## config.mk

```make
export PLATFORM = sky130hd
export DESIGN_NAME = buffer_write_arbiter_flat
export DESIGN_NICKNAME = d
export VERILOG_FILES = /design/src/rtl/buffer_write_arbiter_if.sv /design/src/rtl/buffer_write_arbiter.sv /design/src/flat_wrapper.sv
export SDC_FILE = /design/constraint.sdc
export NUM_CORES = 1
export LEC_CHECK = 0
export CAP_MARGIN = 20
export CORE_ASPECT_RATIO = 0.5
export CORE_UTILIZATION = 35
export CTS_BUF_LIST = sky130_fd_sc_hd__clkbuf_16
export DETAILED_ROUTE_END_ITERATION = 12
export PLACE_DENSITY = 0.69
export SLEW_MARGIN = 0
export SYNTH_ARGS = -nofsm -noshare
export SYNTH_HDL_FRONTEND = slang
export SYNTH_SLANG_ARGS = --single-unit
```

## constraint.sdc

```tcl
create_clock -name clk -period 7.9 [get_ports clk]
set_input_delay 2.37 -clock clk [delete_from_list [all_inputs] [get_ports clk]]
set_output_delay 2.37 -clock clk [all_outputs]
set_load 0.02 [all_outputs]
```

## src/rtl/buffer_write_arbiter_if.sv

```systemverilog
// Producer/Buffer side bundle of the buffer write arbiter.
// master: producers + Buffer model; slave: the arbiter.
interface buffer_write_arbiter_if #(
  parameter int DATA_WIDTH = 40,
  parameter int CNT_WIDTH  = 16
);
  logic                  enable;
  logic                  multi_en;
  logic [3:0]            req;
  logic [DATA_WIDTH-1:0] data0;
  logic [DATA_WIDTH-1:0] data1;
  logic [DATA_WIDTH-1:0] data2;
  logic [DATA_WIDTH-1:0] data3;
  logic                  buf_full;
  logic                  buf_in_ready;
  logic                  buf_multi_width;
  logic [DATA_WIDTH-1:0] buf_data0;
  logic [DATA_WIDTH-1:0] buf_data1;
  logic [DATA_WIDTH-1:0] buf_data2;
  logic [DATA_WIDTH-1:0] buf_data3;
  logic [3:0]            ack;
  logic [1:0]            grant_id;
  logic [1:0]            state;
  logic [CNT_WIDTH-1:0]  words_issued;

  modport master (
    output enable, multi_en, req,
    output data0, data1, data2, data3,
    output buf_full,
    input  buf_in_ready, buf_multi_width,
    input  buf_data0, buf_data1, buf_data2, buf_data3,
    input  ack, grant_id, state, words_issued
  );

  modport slave (
    input  enable, multi_en, req,
    input  data0, data1, data2, data3,
    input  buf_full,
    output buf_in_ready, buf_multi_width,
    output buf_data0, buf_data1, buf_data2, buf_data3,
    output ack, grant_id, state, words_issued
  );
endinterface

```

## src/rtl/buffer_write_arbiter.sv

```systemverilog
// Arbitrates four producers onto the Buffer write port:
// round-robin single writes on lane 0, or one 4-lane write.
// Ports: clk, rst (async, active high), bus (slave modport):
//   enable/multi_en/req/data0..3/buf_full in,
//   buf_in_ready/buf_multi_width/buf_data0..3/ack/
//   grant_id/state/words_issued out (all registered).
module buffer_write_arbiter #(
  parameter int DATA_WIDTH = 40,
  parameter int CNT_WIDTH  = 16
) (
  input  logic                   clk,
  input  logic                   rst,
  buffer_write_arbiter_if.slave  bus
);
  typedef enum logic [1:0] {
    IDLE  = 2'd0,
    ISSUE = 2'd1,
    STALL = 2'd2,
    OFF   = 2'd3
  } state_e;

  state_e                state_q, state_d;
  logic [1:0]            ptr_q, ptr_d;
  logic                  vld_q, vld_d;
  logic                  mw_q, mw_d;
  logic [DATA_WIDTH-1:0] bd0_q, bd0_d;
  logic [DATA_WIDTH-1:0] bd1_q, bd1_d;
  logic [DATA_WIDTH-1:0] bd2_q, bd2_d;
  logic [DATA_WIDTH-1:0] bd3_q, bd3_d;
  logic [3:0]            ack_q, ack_d;
  logic [1:0]            gid_q, gid_d;
  logic [CNT_WIDTH-1:0]  words_q, words_d;

  logic [3:0]            eff;
  logic                  multi_go;
  logic [1:0]            sel;
  logic                  found;
  logic [DATA_WIDTH-1:0] din [4];

  // Lanes acked this cycle are still holding their old
  // request; mask them so a word is never issued twice.
  assign eff = bus.req & ~ack_q;

  assign din[0] = bus.data0;
  assign din[1] = bus.data1;
  assign din[2] = bus.data2;
  assign din[3] = bus.data3;

  // First requester after the pointer, wrapping; k=4
  // revisits the pointer lane itself last.
  always_comb begin
    sel   = ptr_q;
    found = 1'b0;
    for (int k = 1; k <= 4; k++) begin
      if (!found && eff[ptr_q + 2'(k)]) begin
        sel   = ptr_q + 2'(k);
        found = 1'b1;
      end
    end
  end

  always_ff @(posedge clk or posedge rst) begin
    if (rst) begin
      state_q <= IDLE;
      ptr_q   <= 2'd3;
      vld_q   <= 1'b0;
      mw_q    <= 1'b0;
      bd0_q   <= '0;
      bd1_q   <= '0;
      bd2_q   <= '0;
      bd3_q   <= '0;
      ack_q   <= '0;
      gid_q   <= '0;
      words_q <= '0;
    end else begin
      state_q <= state_d;
      ptr_q   <= ptr_d;
      vld_q   <= vld_d;
      mw_q    <= mw_d;
      bd0_q   <= bd0_d;
      bd1_q   <= bd1_d;
      bd2_q   <= bd2_d;
      bd3_q   <= bd3_d;
      ack_q   <= ack_d;
      gid_q   <= gid_d;
      words_q <= words_d;
    end
  end

  // Disable outranks a full Buffer.
  always_comb begin
    state_d = IDLE;
    if (!bus.enable)
      state_d = OFF;
    else if (bus.buf_full)
      state_d = (eff != 4'd0) ? STALL : IDLE;
    else if (eff != 4'd0)
      state_d = ISSUE;
  end

  assign multi_go = bus.multi_en && (eff == 4'hF);

  always_comb begin
    vld_d   = 1'b0;
    mw_d    = 1'b0;
    bd0_d   = '0;
    bd1_d   = '0;
    bd2_d   = '0;
    bd3_d   = '0;
    ack_d   = '0;
    ptr_d   = ptr_q;
    gid_d   = gid_q;
    words_d = words_q;
    if (state_d == ISSUE) begin
      vld_d = 1'b1;
      if (multi_go) begin
        mw_d    = 1'b1;
        bd0_d   = bus.data0;
        bd1_d   = bus.data1;
        bd2_d   = bus.data2;
        bd3_d   = bus.data3;
        ack_d   = 4'hF;
        words_d = words_q + CNT_WIDTH'(4);
      end else begin
        bd0_d      = din[sel];
        ack_d[sel] = 1'b1;
        ptr_d      = sel;
        gid_d      = sel;
        words_d    = words_q + CNT_WIDTH'(1);
      end
    end
  end

  assign bus.buf_in_ready    = vld_q;
  assign bus.buf_multi_width = mw_q;
  assign bus.buf_data0       = bd0_q;
  assign bus.buf_data1       = bd1_q;
  assign bus.buf_data2       = bd2_q;
  assign bus.buf_data3       = bd3_q;
  assign bus.ack             = ack_q;
  assign bus.grant_id        = gid_q;
  assign bus.state           = state_q;
  assign bus.words_issued    = words_q;
endmodule

```

## src/flat_wrapper.sv

```systemverilog
// flat-port wrapper written by rule: the top's interface ports become plain ports
module buffer_write_arbiter_flat 
#(
  parameter int DATA_WIDTH = 40,
  parameter int CNT_WIDTH  = 16
)
  (clk, rst, bus_enable, bus_multi_en, bus_req, bus_data0, bus_data1, bus_data2, bus_data3, bus_buf_full, bus_buf_in_ready, bus_buf_multi_width, bus_buf_data0, bus_buf_data1, bus_buf_data2, bus_buf_data3, bus_ack, bus_grant_id, bus_state, bus_words_issued);
  buffer_write_arbiter_if #(.DATA_WIDTH(DATA_WIDTH), .CNT_WIDTH(CNT_WIDTH)) bus_i ();
  input  logic clk;
  input  logic rst;
  input wire logic [$bits(bus_i.enable)-1:0] bus_enable;
  input wire logic [$bits(bus_i.multi_en)-1:0] bus_multi_en;
  input wire logic [$bits(bus_i.req)-1:0] bus_req;
  input wire logic [$bits(bus_i.data0)-1:0] bus_data0;
  input wire logic [$bits(bus_i.data1)-1:0] bus_data1;
  input wire logic [$bits(bus_i.data2)-1:0] bus_data2;
  input wire logic [$bits(bus_i.data3)-1:0] bus_data3;
  input wire logic [$bits(bus_i.buf_full)-1:0] bus_buf_full;
  output wire logic [$bits(bus_i.buf_in_ready)-1:0] bus_buf_in_ready;
  output wire logic [$bits(bus_i.buf_multi_width)-1:0] bus_buf_multi_width;
  output wire logic [$bits(bus_i.buf_data0)-1:0] bus_buf_data0;
  output wire logic [$bits(bus_i.buf_data1)-1:0] bus_buf_data1;
  output wire logic [$bits(bus_i.buf_data2)-1:0] bus_buf_data2;
  output wire logic [$bits(bus_i.buf_data3)-1:0] bus_buf_data3;
  output wire logic [$bits(bus_i.ack)-1:0] bus_ack;
  output wire logic [$bits(bus_i.grant_id)-1:0] bus_grant_id;
  output wire logic [$bits(bus_i.state)-1:0] bus_state;
  output wire logic [$bits(bus_i.words_issued)-1:0] bus_words_issued;
  assign bus_i.enable = bus_enable;
  assign bus_i.multi_en = bus_multi_en;
  assign bus_i.req = bus_req;
  assign bus_i.data0 = bus_data0;
  assign bus_i.data1 = bus_data1;
  assign bus_i.data2 = bus_data2;
  assign bus_i.data3 = bus_data3;
  assign bus_i.buf_full = bus_buf_full;
  assign bus_buf_in_ready = bus_i.buf_in_ready;
  assign bus_buf_multi_width = bus_i.buf_multi_width;
  assign bus_buf_data0 = bus_i.buf_data0;
  assign bus_buf_data1 = bus_i.buf_data1;
  assign bus_buf_data2 = bus_i.buf_data2;
  assign bus_buf_data3 = bus_i.buf_data3;
  assign bus_ack = bus_i.ack;
  assign bus_grant_id = bus_i.grant_id;
  assign bus_state = bus_i.state;
  assign bus_words_issued = bus_i.words_issued;
  buffer_write_arbiter #(.DATA_WIDTH(DATA_WIDTH), .CNT_WIDTH(CNT_WIDTH)) u_core (.clk(clk), .rst(rst), .bus(bus_i));
endmodule
```

After elaboration in Yosys (flattened, before gate mapping)
Cells that the tools add are included.
Widths: inputs -> output; s select.
Operators by class
  add/subtract/negate cells: 5
  magnitude comparators: 7
  equal/unequal tests: 2
  muxes and demuxes: 38
  bitwise gates (word level): 4
  reductions and logical operators: 10
Operators by type and width (count)
  $mux 40: 10
  $bmux 40 s2: 1
  $add 16x1->16 const B: 1
  $add 16x3->16 const B: 1
  $mux 16: 1
  $lt 2x3->1 const B: 5
  $mux 2: 7
  $mux 1: 12
  $bmux 1 s2: 4
  $mux 4: 2
  $logic_and 1x1->1: 5
  $add 2x2->2 const B: 2
  $and 4x4->4: 1
  $eq 4x4->1 const B: 1
  $not 4->4: 1
  $reduce_bool 4->1: 1
  $ge 3x3->1 const B: 1
  $logic_not 1->1: 3
  $not 2->3: 1
  $add 2x1->2 const B: 1
  $demux 1 s2: 1
  $eq 2x1->1 const B: 1
  $ge 2x1->1 const B: 1
  $reduce_and 2->1: 1
  $not 1->1: 1
Word-level totals
  register bits: 188
  input bits: 169
  output and inout bits: 186
  word-level logic and storage cells: 77

Logic depth before layout (Yosys ltp)
Gate-level depths: netlist of the first run.
  word-level depth: 20
  depth in mapped cells: 10
  gate-level depth less buffers: 6

Worst setup path before layout of the first run
Ideal clock, no wire load.
  path type: input -> register
  start point: in bus_req[2]
  end point: reg u_core.bd0_q[10], in the netlist u_core.bus.buf_data0[10]
  setup time: 132 ps
  data arrival time: 3861 ps
  data required time: 7768 ps
  setup slack: 3907 ps
  stages on the path: 10
  path buffers: 4
  path through: nand2b_4 buf_6 or4_4 buf_6 nand3_4 or2_1 buf_6 buf_12 a2bb2oi_2 o21ai_1
Between the ends
  cells in the longest elaborated chain, start to end: 19
  elaborated cells between the ends (all ways): 36
  classes of those cells: eq/ne (2); mux (24); bitwise (2); reduce/logical (8)
Ends and longest elaborated chain
  start, declared: RTL line flat_wrapper.sv:13  | input wire logic [$bits(bus_i.req)-1:0] bus_req;
  $and 4x4->4 *: RTL line buffer_write_arbiter.sv:42  | assign eff = bus.req & ~ack_q;
  $bmux 1 s2: RTL line buffer_write_arbiter.sv:55  | if (!found && eff[ptr_q + 2'(k)]) begin
  $mux 1 (implied by the code): RTL line buffer_write_arbiter.sv:55
  $mux 1: RTL line buffer_write_arbiter.sv:55
  $logic_not 1->1: RTL line buffer_write_arbiter.sv:55
  $logic_and 1x1->1: RTL line buffer_write_arbiter.sv:55
  $mux 1: RTL line buffer_write_arbiter.sv:55
  $logic_not 1->1: RTL line buffer_write_arbiter.sv:55
  (+3 left out)
  $logic_and 1x1->1: RTL line buffer_write_arbiter.sv:55
  $mux 2: RTL line buffer_write_arbiter.sv:55
  $not 2->3 (implied by the code): RTL line buffer_write_arbiter.sv:125  | bd0_d = din[sel];
  $bmux 40 s2: RTL line buffer_write_arbiter.sv:125
  $mux 40 (implied by the code) (2 in series): RTL line buffer_write_arbiter.sv:125
  $mux 40: RTL line buffer_write_arbiter.sv:116  | if (multi_go) begin
  $mux 40 *: RTL line buffer_write_arbiter.sv:114  | if (state_d == ISSUE) begin
  net u_core.bd0_d[10]: RTL line buffer_write_arbiter.sv:26  | logic [DATA_WIDTH-1:0] bd0_q, bd0_d;
  end signal, assigned: RTL line buffer_write_arbiter.sv:68  | bd0_q <= '0;
  end signal, assigned: RTL line buffer_write_arbiter.sv:80  | bd0_q <= bd0_d;
  end, declared: RTL line buffer_write_arbiter.sv:26
The timed path passes the listed nets; every way through them passes the cells marked *. The select of a mux whose other input is x is not followed.
A chain may end at the register's enable or synchronous reset.

Worst setup path after layout of the first run
  start point: in bus_req[3]
  end point: reg u_core.bd0_q[36], in the netlist u_core.bus.buf_data0[36]
Same word-level chain as after synthesis.

==> out/metrics.yaml, run 1 <==
clock_network:
  clk_latency_ns: 0.44
  hold_buffers: 0
  clockBufferDepth: 2
  clkTransAtPathRegs_ns: 0.07
  cts_buffers: 17
  clock_sinks: 188
  htree_levels: 4
  cts_resized: 0
  cts_setup_buffers: 0
  cts-root-buf: "clkbuf_16"
  cts_tree: "built"
die:
  dieArea_sq_um: 23400
  die_x_um: 215
  coreArea_sq_um: 22000
  io_pins: 355
  die_y_um: 109
  core.rowCount: 38
  start_util_pct: 36.2
synthesis:
  synth.yosys.seq_area_share_pct: 59.0
  ys_types: 42
  syn-mean-instance-area_sq_um: 13.1
  synth_nets: 781
  yosys_warnings: 0
  synth_seq_cells: 188
  syn_inst: 610
  synth_ff_type: "dfrtp_1"
  synth.cell_area_sq_um: 7970
  synth_edf_count: 0
  async_flop_share_pct: 100
routing:
  wl_per_cell_um: 20.6
  dr.pass1.iters: 4
  wl_met2_mm: 13.0
  routed.top_layer: "met4"
  drtAntennaViolNets: 0
  vias_per_cell: 4.94
  routed_wirelength_mm: 25.8
  dr.first_iter.drc_count: 354
  drcViolationCount: 0
  wl_met3_um: 975
  via_count: 6190
  wl_met1_mm: 11.1
worst_setup_path:
  crit_chain: "clkdlybuf4s50_1, nand2b_1, or4_4, nand3_4, or2_2, buf_4, a2bb2oi_2, o21ai_1"
  arrival_ns: 5.20
  worst-path-max-fanout: 27
  slowest_stage: "or4_4"
  critPathRequiredTime_ns: 8.21
  worstSetupPathType: "input pin to register"
  critical_path.startpoint_type: "input pin"
  end_kind: "register"
  slowest_delay_ns: 0.62
pwr:
  p_clk_share_pct: 28.5
  power_frac_seq_pct: 37.6
  finalPower_mw: 2.93
  p_comb_share_pct: 33.9
  vdd_ir_drop_max_v: 0.000173
  switching_share_pct: 32.0
  intPower_mw: 2.00
  powerDensity_nw_per_um2: 239
  leakage_nw: 5.88
  p_switching_uw: 938
place:
  place_congestion: 0.844
  hpwl_mm: 17.8
  placed_area_sq_um: 11700
  io_buffers: 354
finish:
  final_area_sq_um: 12300
  final_cell_mix: "clkdlybuf4s50_1 (354), dfrtp_1 (186), and3_1 (123)"
  area_growth_pct: 54.3
  final_layout_size_suffix_gt1_share_pct: 9.86
  diodes: 0
  fillers: 1878
  final_common_cell: "clkdlybuf4s50_1"
  nets: 1112
global_route:
  grt_start_max_net_pins: 130
  globalRoute.totalOverflow: 0
  grt_pass1_vias: 6535
  antenna_found_initial: 0
  grt_pass1_wl_mm: 38.5
  grtUsageTotal_pct: 21.8
sta:
  finalSetupTns_ns: 0
  tightest_slew_ns: 1.08
  max_freq_mhz: 205
  clock_skew_ns: 0.00719
  timing.final.crit_share_pct: 61.8
  slew_headroom_pct: 28.3
  final_max_slew_viol_count: 0
  hold_viol_final: 0
  period_minus_slack_ns: 4.88
  grt_setup_unrepaired: "false"
  setup_viol: 0
job:
  maxCapViolations: 0
hold_path:
  hp-class: "register to register"
run_status:
  status: "finished, final reports clean"
[metrics by stage]
stage	instances	hold slack [ns]	utilization, %	setup slack, ns
6_report	1253	0.476	55.9	3.02
5_1_grt	1253	0.509	55.9	2.87
4_1_cts	1251	0.479	55.6	3.03
3_5_place_dp	1220	0.470	53.1	2.55
3_3_place_gp	1220	0.462	53.1	2.62
2_1_floorplan	610	0.453	-	0.420
[cell usage after synthesis, types with 3 or more instances]
| library cell | instances | area, sq um |
|---|---|---|
| mux2i_1 | 80 | 801 |
| a21oi_1 | 5 | 25.0 |
| o21ai_0 | 4 | 20.0 |
| buf_2 | 14 | 70.1 |
| xnor2_1 | 11 | 96.3 |
| dfrtp_1 | 186 | 4650 |
| xor2_1 | 3 | 26.3 |
| clkbuf_1 | 30 | 113 |
| a2bb2oi_2 | 38 | 571 |
| and3_1 | 123 | 769 |
| buf_6 | 3 | 33.8 |
| inv_1 | 5 | 18.8 |
| mux2_2 | 3 | 33.8 |
| nor2_1 | 9 | 33.8 |
| nand3_1 | 10 | 50.1 |
| nand2b_1 | 3 | 18.8 |
| buf_12 | 4 | 80.1 |
| nand4_1 | 3 | 18.8 |
| nand2_1 | 9 | 33.8 |
| o21ai_1 | 39 | 195 |
[registers in the layout (all words and copies together) (netlist names)]
register,cells
u_core.bus.ack,4
u_core.bus.buf_data3,40
u_core.bus.words_issued,16
u_core.bus.buf_multi_width,1
u_core.bus.buf_in_ready,1
u_core.bus.state,2
u_core.bus.grant_id,2
u_core.bus.buf_data0,40
u_core.bus.buf_data2,40
u_core.ptr_q,2
u_core.bus.buf_data1,40
[layout make-up]
class	instances	area, sq um	area share (%)
Clock buffer	17	425	3.46
Timing Repair Buffer	363	3650	29.7
Inverter	6	30.0	0.244
Tap cell	300	375	3.05
Clock inverter	14	131	1.07
Sequential cell	188	4710	38.3
Multi-Input combinational cell	365	2980	24.2
[per-layer routing]
layer	vias up	GRT usage [%]
li1	2859	-
met3	40	4.63
met2	160	37.5
met1	3131	27.1
met4	0	8.81
met5	-	0
[logic make-up after synthesis]
| logic type | Yosys count | synth area share [%] |
|---|---|---|
| buf+inv | 57 | 4.00 |
| simple gates | 169 | 13.0 |
| flops | 188 | 59.0 |
| compound gates | 97 | 11.6 |
| xor+xnor | 14 | 1.54 |
| mux | 83 | 10.5 |
| fa+ha+maj | 2 | 0.314 |
[worst max-delay path, delay by kind of cell]
kind	cells	cell delay, ns
AND/OR/NAND/NOR	4	1.46
buffers and inverters	2	1.05
AO/OA/AOI/OAI	2	0.26
[power groups by stage]
stage / clock [mW] / combinational, mW / sequential, mW
after floorplan: 0 / 0.543 / 1.20
after global placement: 0 / 0.986 / 1.12
after detailed placement: 0 / 0.991 / 1.12
after CTS: 0.854 / 0.996 / 1.10
after global routing: 0.885 / 1.05 / 1.11
final: 0.837 / 0.994 / 1.10
[worst paths after layout]
check	startpoint	to	slack [ns]	cells past startpoint
max	bus_req[3]	u_core.bus.buf_data0[36]$_DFF_PP0_	3.02	8
min	u_core.bus.words_issued[15]$_DFFE_PP0P_	u_core.bus.words_issued[15]$_DFFE_PP0P_	0.48	1
max reg2reg	u_core.bus.ack[3]$_DFF_PP0_	u_core.bus.buf_data0[36]$_DFF_PP0_	4.92	7
min reg2reg	u_core.bus.words_issued[15]$_DFFE_PP0P_	u_core.bus.words_issued[15]$_DFFE_PP0P_	0.48	1
max in group asynchronous	rst	u_core.bus.buf_data0[4]$_DFF_PP0_	3.97	3
min in group asynchronous	rst	u_core.bus.buf_in_ready$_DFF_PP0_	2.55	2
Power figures use the tool's default switching activity.
==> run 2, diff against run 1 <==
==> constraint.sdc (replaced) <==
create_clock -name clk -period 4.5 [get_ports clk]
set_input_delay 1.35 -clock clk [delete_from_list [all_inputs] [get_ports clk]]
set_output_delay 1.35 -clock clk [all_outputs]
set_load 0.02 [all_outputs]
==> run 2 against run 1 <==
  * Hold slack hardly changed
  * Critical path depth unchanged
  * Global-route usage up 0.24 points
  * Core utilization increased by 0.59 points
  * Critical endpoint is now u_core.bus.words_issued[2]$_DFFE_PP0P_
  * Non-clock buffer count is 2 higher
  * Sequential share of layout area shrank 0.40 points
  * Total power up 84%
  * Largest cell class unchanged
  * Combinational power increased by 77%
  * Count of clock-buffer cells in the layout did not move
  * Routed wire length increased by 0.66%
  * Clock skew about the same
  * Cell count grew 0.24%
==> out/metrics.yaml, run 2 (synthesized netlist as in run 1, its figures left out) <==
sta:
  tightest_slew_ns: 1.06
  grt_setup_unrepaired: "false"
  period_minus_slack_ns: 3.79
  finalSetupTns_ns: 0
  clock_skew_ns: 0.00733
  holdWs_ns: 0.476
  hold_viol_final: 0
  final_max_slew_viol_count: 0
  setup_viol: 0
  slew_headroom_pct: 29.1
  timing.final.crit_share_pct: 84.1
  max_freq_mhz: 264
worst_setup_path:
  critical_path.startpoint_type: "input pin"
  timing.rr.end: "u_core.bus.words_issued[2]$_DFFE_PP0P_"
  r2r_cells: 7
  end_kind: "register"
  r2r_slack_ns: 1.62
  worst-path-max-fanout: 122
  worstSetupPathType: "input pin to register"
  critPathRequiredTime_ns: 4.83
  startpoint: "bus_req[3]"
  arrival_ns: 4.11
  endpoint: "u_core.bus.words_issued[2]$_DFFE_PP0P_"
  rr_startpoint: "u_core.bus.ack[3]$_DFF_PP0_"
finish:
  final_cell_mix: "clkdlybuf4s50_1 (354), dfrtp_1 (186), and3_1 (123)"
  final_layout_size_suffix_gt1_share_pct: 10.1
  area_growth_pct: 55.9
  multi_input_area_sq_um: 2980
  fillers: 1847
  diodes: 0
  final_common_cell: "clkdlybuf4s50_1"
  nets: 1114
  layoutNonFillerInstCount: 1256
  regArea_sq_um: 4710
  final_core_util_pct: 56.5
pwr:
  p_comb_share_pct: 32.6
  p_clk_share_pct: 31.7
  vdd_ir_drop_max_v: 0.000303
  p_switching_mw: 1.66
  power_frac_seq_pct: 35.7
  powerDensity_nw_per_um2: 434
  leakage_nw: 5.94
  switching_share_pct: 30.8
  intPower_mw: 3.74
clock_network:
  hold_buffers: 0
  cts-root-buf: "clkbuf_16"
  clkTransAtPathRegs_ns: 0.07
  cts_setup_buffers: 0
  cts_resized: 0
  clk_latency_ns: 0.45
  clock_sinks: 188
  cts_tree: "built"
  clockBufferDepth: 2
  htree_levels: 4
  cts_buffers: 17
die:
  core.rowCount: 38
  die_y_um: 109
  die_x_um: 215
  start_util_pct: 36.2
  dieArea_sq_um: 23400
  coreArea_sq_um: 22000
  io_pins: 355
global_route:
  grt_start_max_net_pins: 126
  grtUsageTotal_pct: 22.1
  grt_pass1_wl_mm: 38.8
  grt_pass1_vias: 6571
  globalRoute.totalOverflow: 0
  antenna_found_initial: 0
job:
  maxCapViolations: 0
run_status:
  status: "finished, final reports clean"
routing:
  dr.pass1.iters: 5
  dr.first_iter.drc_count: 334
  routed_wirelength_mm: 25.9
  via_count: 6267
  drtAntennaViolNets: 0
  wl_per_cell_um: 20.6
  vias_per_cell: 4.99
  drcViolationCount: 0
place:
  io_buffers: 354
  dp.cells: 1224
  place_congestion: 0.808
  hpwl_mm: 17.7
hold_path:
  hp-class: "register to register"
[run 2: cell types whose count changed in the layout (fill, tap and decap cells not counted)]
cell	delta
buf_12	+5
buf_16	-2
buf_4	-1
bufinv_16	+4
clkinv_4	-1
clkinvlp_4	-1
inv_8	-1
[run 2: area by class of cell]
class	count	area share, %
clock buffers	17	3.42
flip-flops and latches	188	37.9
multi-input cells	365	24.0
well taps	300	3.02
clock inverters	15	1.83
repair buffers	365	29.7
inverters	6	0.211
[run 2: power by group through the flow]
| stage | combinational (mW) | sequential (mW) | clock (mW) |
|---|---|---|---|
| after floorplan | 0.953 | 2.10 | 0 |
| after global placement | 1.75 | 1.95 | 0 |
| after detailed placement | 1.76 | 1.96 | 0 |
| after CTS | 1.77 | 1.93 | 1.74 |
| after global routing | 1.86 | 1.94 | 1.80 |
| final | 1.76 | 1.93 | 1.71 |
[run 2: how the worst min path moves through the flow]
stage / from / endpoint / cells past startpoint
floorplan: u_core.ptr_q[1]$_DFFE_PP1P_ / u_core.ptr_q[1]$_DFFE_PP1P_ / 2
global placement: u_core.bus.grant_id[1]$_DFFE_PP0P_ / u_core.bus.grant_id[1]$_DFFE_PP0P_ / 2
detailed placement: u_core.bus.words_issued[15]$_DFFE_PP0P_ / u_core.bus.words_issued[15]$_DFFE_PP0P_ / 1
CTS: u_core.bus.words_issued[15]$_DFFE_PP0P_ / u_core.bus.words_issued[15]$_DFFE_PP0P_ / 1
global route: u_core.ptr_q[1]$_DFFE_PP1P_ / u_core.ptr_q[1]$_DFFE_PP1P_ / 2
finish: u_core.bus.words_issued[15]$_DFFE_PP0P_ / u_core.bus.words_issued[15]$_DFFE_PP0P_ / 1
[run 2: worst max-delay path, cell delays in order]
cell	delay, ns
clkdlybuf4s50_1	0.52
nand2b_1	0.19
a41oi_2	0.38
nand2_2	0.23
inv_2	0.12
buf_4	0.81
o21ai_0	0.30
xnor2_1	0.20
[run 2: per-layer routing]
metal,wire length [um],GRT usage (%),part of all wire (%)
met5,0,0,0
met4,785,10.4,3.0
met3,881,3.65,3.4
met2,13300,37.9,51
met1,11000,27.6,42
[run 2: through the flow]
stage	area [sq um]	worst slack [ns]	total power [mW]
floorplan	7980	0.731	3.06
global placement	11800	0.399	3.70
detailed placement	11800	0.272	3.72
CTS	12400	0.738	5.44
global route	12400	0.602	5.61
finish	12400	0.715	5.40
==> run 3, diff against run 2 <==
==> constraint.sdc (replaced) <==
create_clock -name clk -period 3.7 [get_ports clk]
set_input_delay 1.11 -clock clk [delete_from_list [all_inputs] [get_ports clk]]
set_output_delay 1.11 -clock clk [all_outputs]
set_load 0.02 [all_outputs]
==> run 3 against run 2 <==
  * Sequential power up 22%
  * Clock skew increased by 0.00070 ns
  * Non-clock buffer count grew 8
  * Routed wire length down 0.73%
  * Critical path depth unchanged
  * Die area is the same
  * Global-route usage about the same
  * Hold slack is essentially flat
  * Total power increased by 13%
  * Final area fell by 0.57%
  * Sequential cell count unchanged
  * Largest power group unchanged
==> out/metrics.yaml, run 3 (synthesized netlist as in run 1, its figures left out) <==
routing:
  routed_wirelength_mm: 25.7
  drtAntennaViolNets: 0
  vias_per_cell: 4.92
  drcViolationCount: 0
  dr.first_iter.drc_count: 284
  wl_per_cell_um: 20.4
  dr.pass1.iters: 4
  via_count: 6213
worst_setup_path:
  arrival_ns: 3.33
  worst-path-max-fanout: 14
  critical_path.startpoint_type: "input pin"
  slowest_delay_ns: 0.63
  path_depth: 8
  rr_startpoint: "u_core.bus.ack[3]$_DFF_PP0_"
  slowest_stage: "or4_4"
  worstSetupPathType: "input pin to register"
  end_kind: "register"
  critPathTopFamily: "simple AND/OR/NAND/NOR gates"
  cp_num_buf_inv: 2
  r2r_cells: 7
  critPathRequiredTime_ns: 4.00
  crit_chain: "clkdlybuf4s50_1, nand2b_1, or4_4, nand3_4, or2_2, buf_4, a2bb2oi_1, o21ai_0"
  startpoint: "bus_req[3]"
clock_network:
  cts_setup_buffers: 0
  cts-root-buf: "clkbuf_16"
  cts_tree: "built"
  cts_buffers: 17
  hold_buffers: 0
  htree_levels: 4
  clockBufferDepth: 2
  clkTransAtPathRegs_ns: 0.06
  cts_resized: 0
  clk_latency_ns: 0.44
  clock_sinks: 188
pwr:
  powerDensity_nw_per_um2: 493
  vdd_ir_drop_max_v: 0.000310
  leakage_nw: 5.94
  finalPower_mw: 6.09
finish:
  area_growth_pct: 55.0
  final_cell_mix: "clkdlybuf4s50_1 (354), dfrtp_1 (186), and3_1 (123)"
  fillers: 1866
  layoutNonFillerInstCount: 1264
  regArea_sq_um: 4710
  diodes: 0
  final_common_cell: "clkdlybuf4s50_1"
  final_layout_size_suffix_gt1_share_pct: 9.96
  multi_input_area_sq_um: 2980
  nets: 1122
global_route:
  grtUsageMet2_pct: 37.8
  grt_pass1_wl_mm: 39.1
  gr-max-usage-layer: "met2"
  antenna_found_initial: 0
  grt_use_met3_pct: 3.99
  use_met1_pct: 28.3
  grtUsageTotal_pct: 22.1
  globalRoute.totalOverflow: 0
  grt_start_max_net_pins: 126
  grt_pass1_vias: 6519
die:
  die_x_um: 215
  io_pins: 355
  coreArea_sq_um: 22000
  start_util_pct: 36.2
  die_y_um: 109
  core.rowCount: 38
  dieArea_sq_um: 23400
job:
  maxCapViolations: 0
hold_path:
  hold_start: "u_core.bus.words_issued[15]$_DFFE_PP0P_"
  min_path_cells: 1
  hp-class: "register to register"
place:
  place_congestion: 0.829
  io_buffers: 354
  dp.cells: 1232
  hpwl_mm: 18.5
sta:
  slew_headroom_pct: 57.0
  timing.final.crit_share_pct: 81.7
  hold_viol_final: 0
  max_freq_mhz: 331
  setup_viol: 0
  tightest_slew_ns: 0.643
  finalSetupTns_ns: 0
  clock_skew_ns: 0.00802
  final_max_slew_viol_count: 0
  period_minus_slack_ns: 3.02
  grt_setup_unrepaired: "false"
run_status:
  status: "finished, final reports clean"
[run 3: metal layers]
| metal | share of wire [%] | vias to the layer above |
|---|---|---|
| met5 | 0 | - |
| met4 | 2.3 | 0 |
| met3 | 3.5 | 39 |
| met2 | 51 | 155 |
| met1 | 44 | 3139 |
| li1 | - | 2880 |
[run 3: cell type report]
type | count | area share (%)
Inverter | 6 | 0.213
Multi-Input combinational cell | 365 | 24.1
Tap cell | 300 | 3.04
Clock inverter | 15 | 0.476
Timing Repair Buffer | 373 | 30.6
Clock buffer | 17 | 3.44
Sequential cell | 188 | 38.1
[run 3: final timing paths]
path                                                           endpoint  slack, ns
worst max-delay path                 u_core.bus.buf_data0[39]$_DFF_PP0_       0.68
worst min-delay path            u_core.bus.words_issued[15]$_DFFE_PP0P_       0.48
worst max register to register       u_core.bus.buf_data0[39]$_DFF_PP0_       1.37
worst min register to register  u_core.bus.words_issued[15]$_DFFE_PP0P_       0.48
max in group asynchronous                   u_core.ptr_q[1]$_DFFE_PP1P_       1.89
min in group asynchronous            u_core.bus.buf_data1[12]$_DFF_PP0_       1.12
[run 3: where the power goes]
| part | internal [mW] | switching, mW |
|---|---|---|
| sequential | 2.23 | 0.120 |
| clock | 0.824 | 0.754 |
| combinational | 1.09 | 1.07 |
[run 3: stage by stage]
step / area (sq um) / setup WS (ns) / util, % / hold WS [ns]
floorplan: 7980 / 0.171 / - / 0.453
global placement: 11900 / 0.284 / 53.9 / 0.465
detailed placement: 11900 / 0.246 / 53.9 / 0.470
CTS: 12400 / 0.708 / 56.1 / 0.480
global route: 12400 / 0.539 / 56.1 / 0.505
finish: 12400 / 0.677 / 56.1 / 0.476
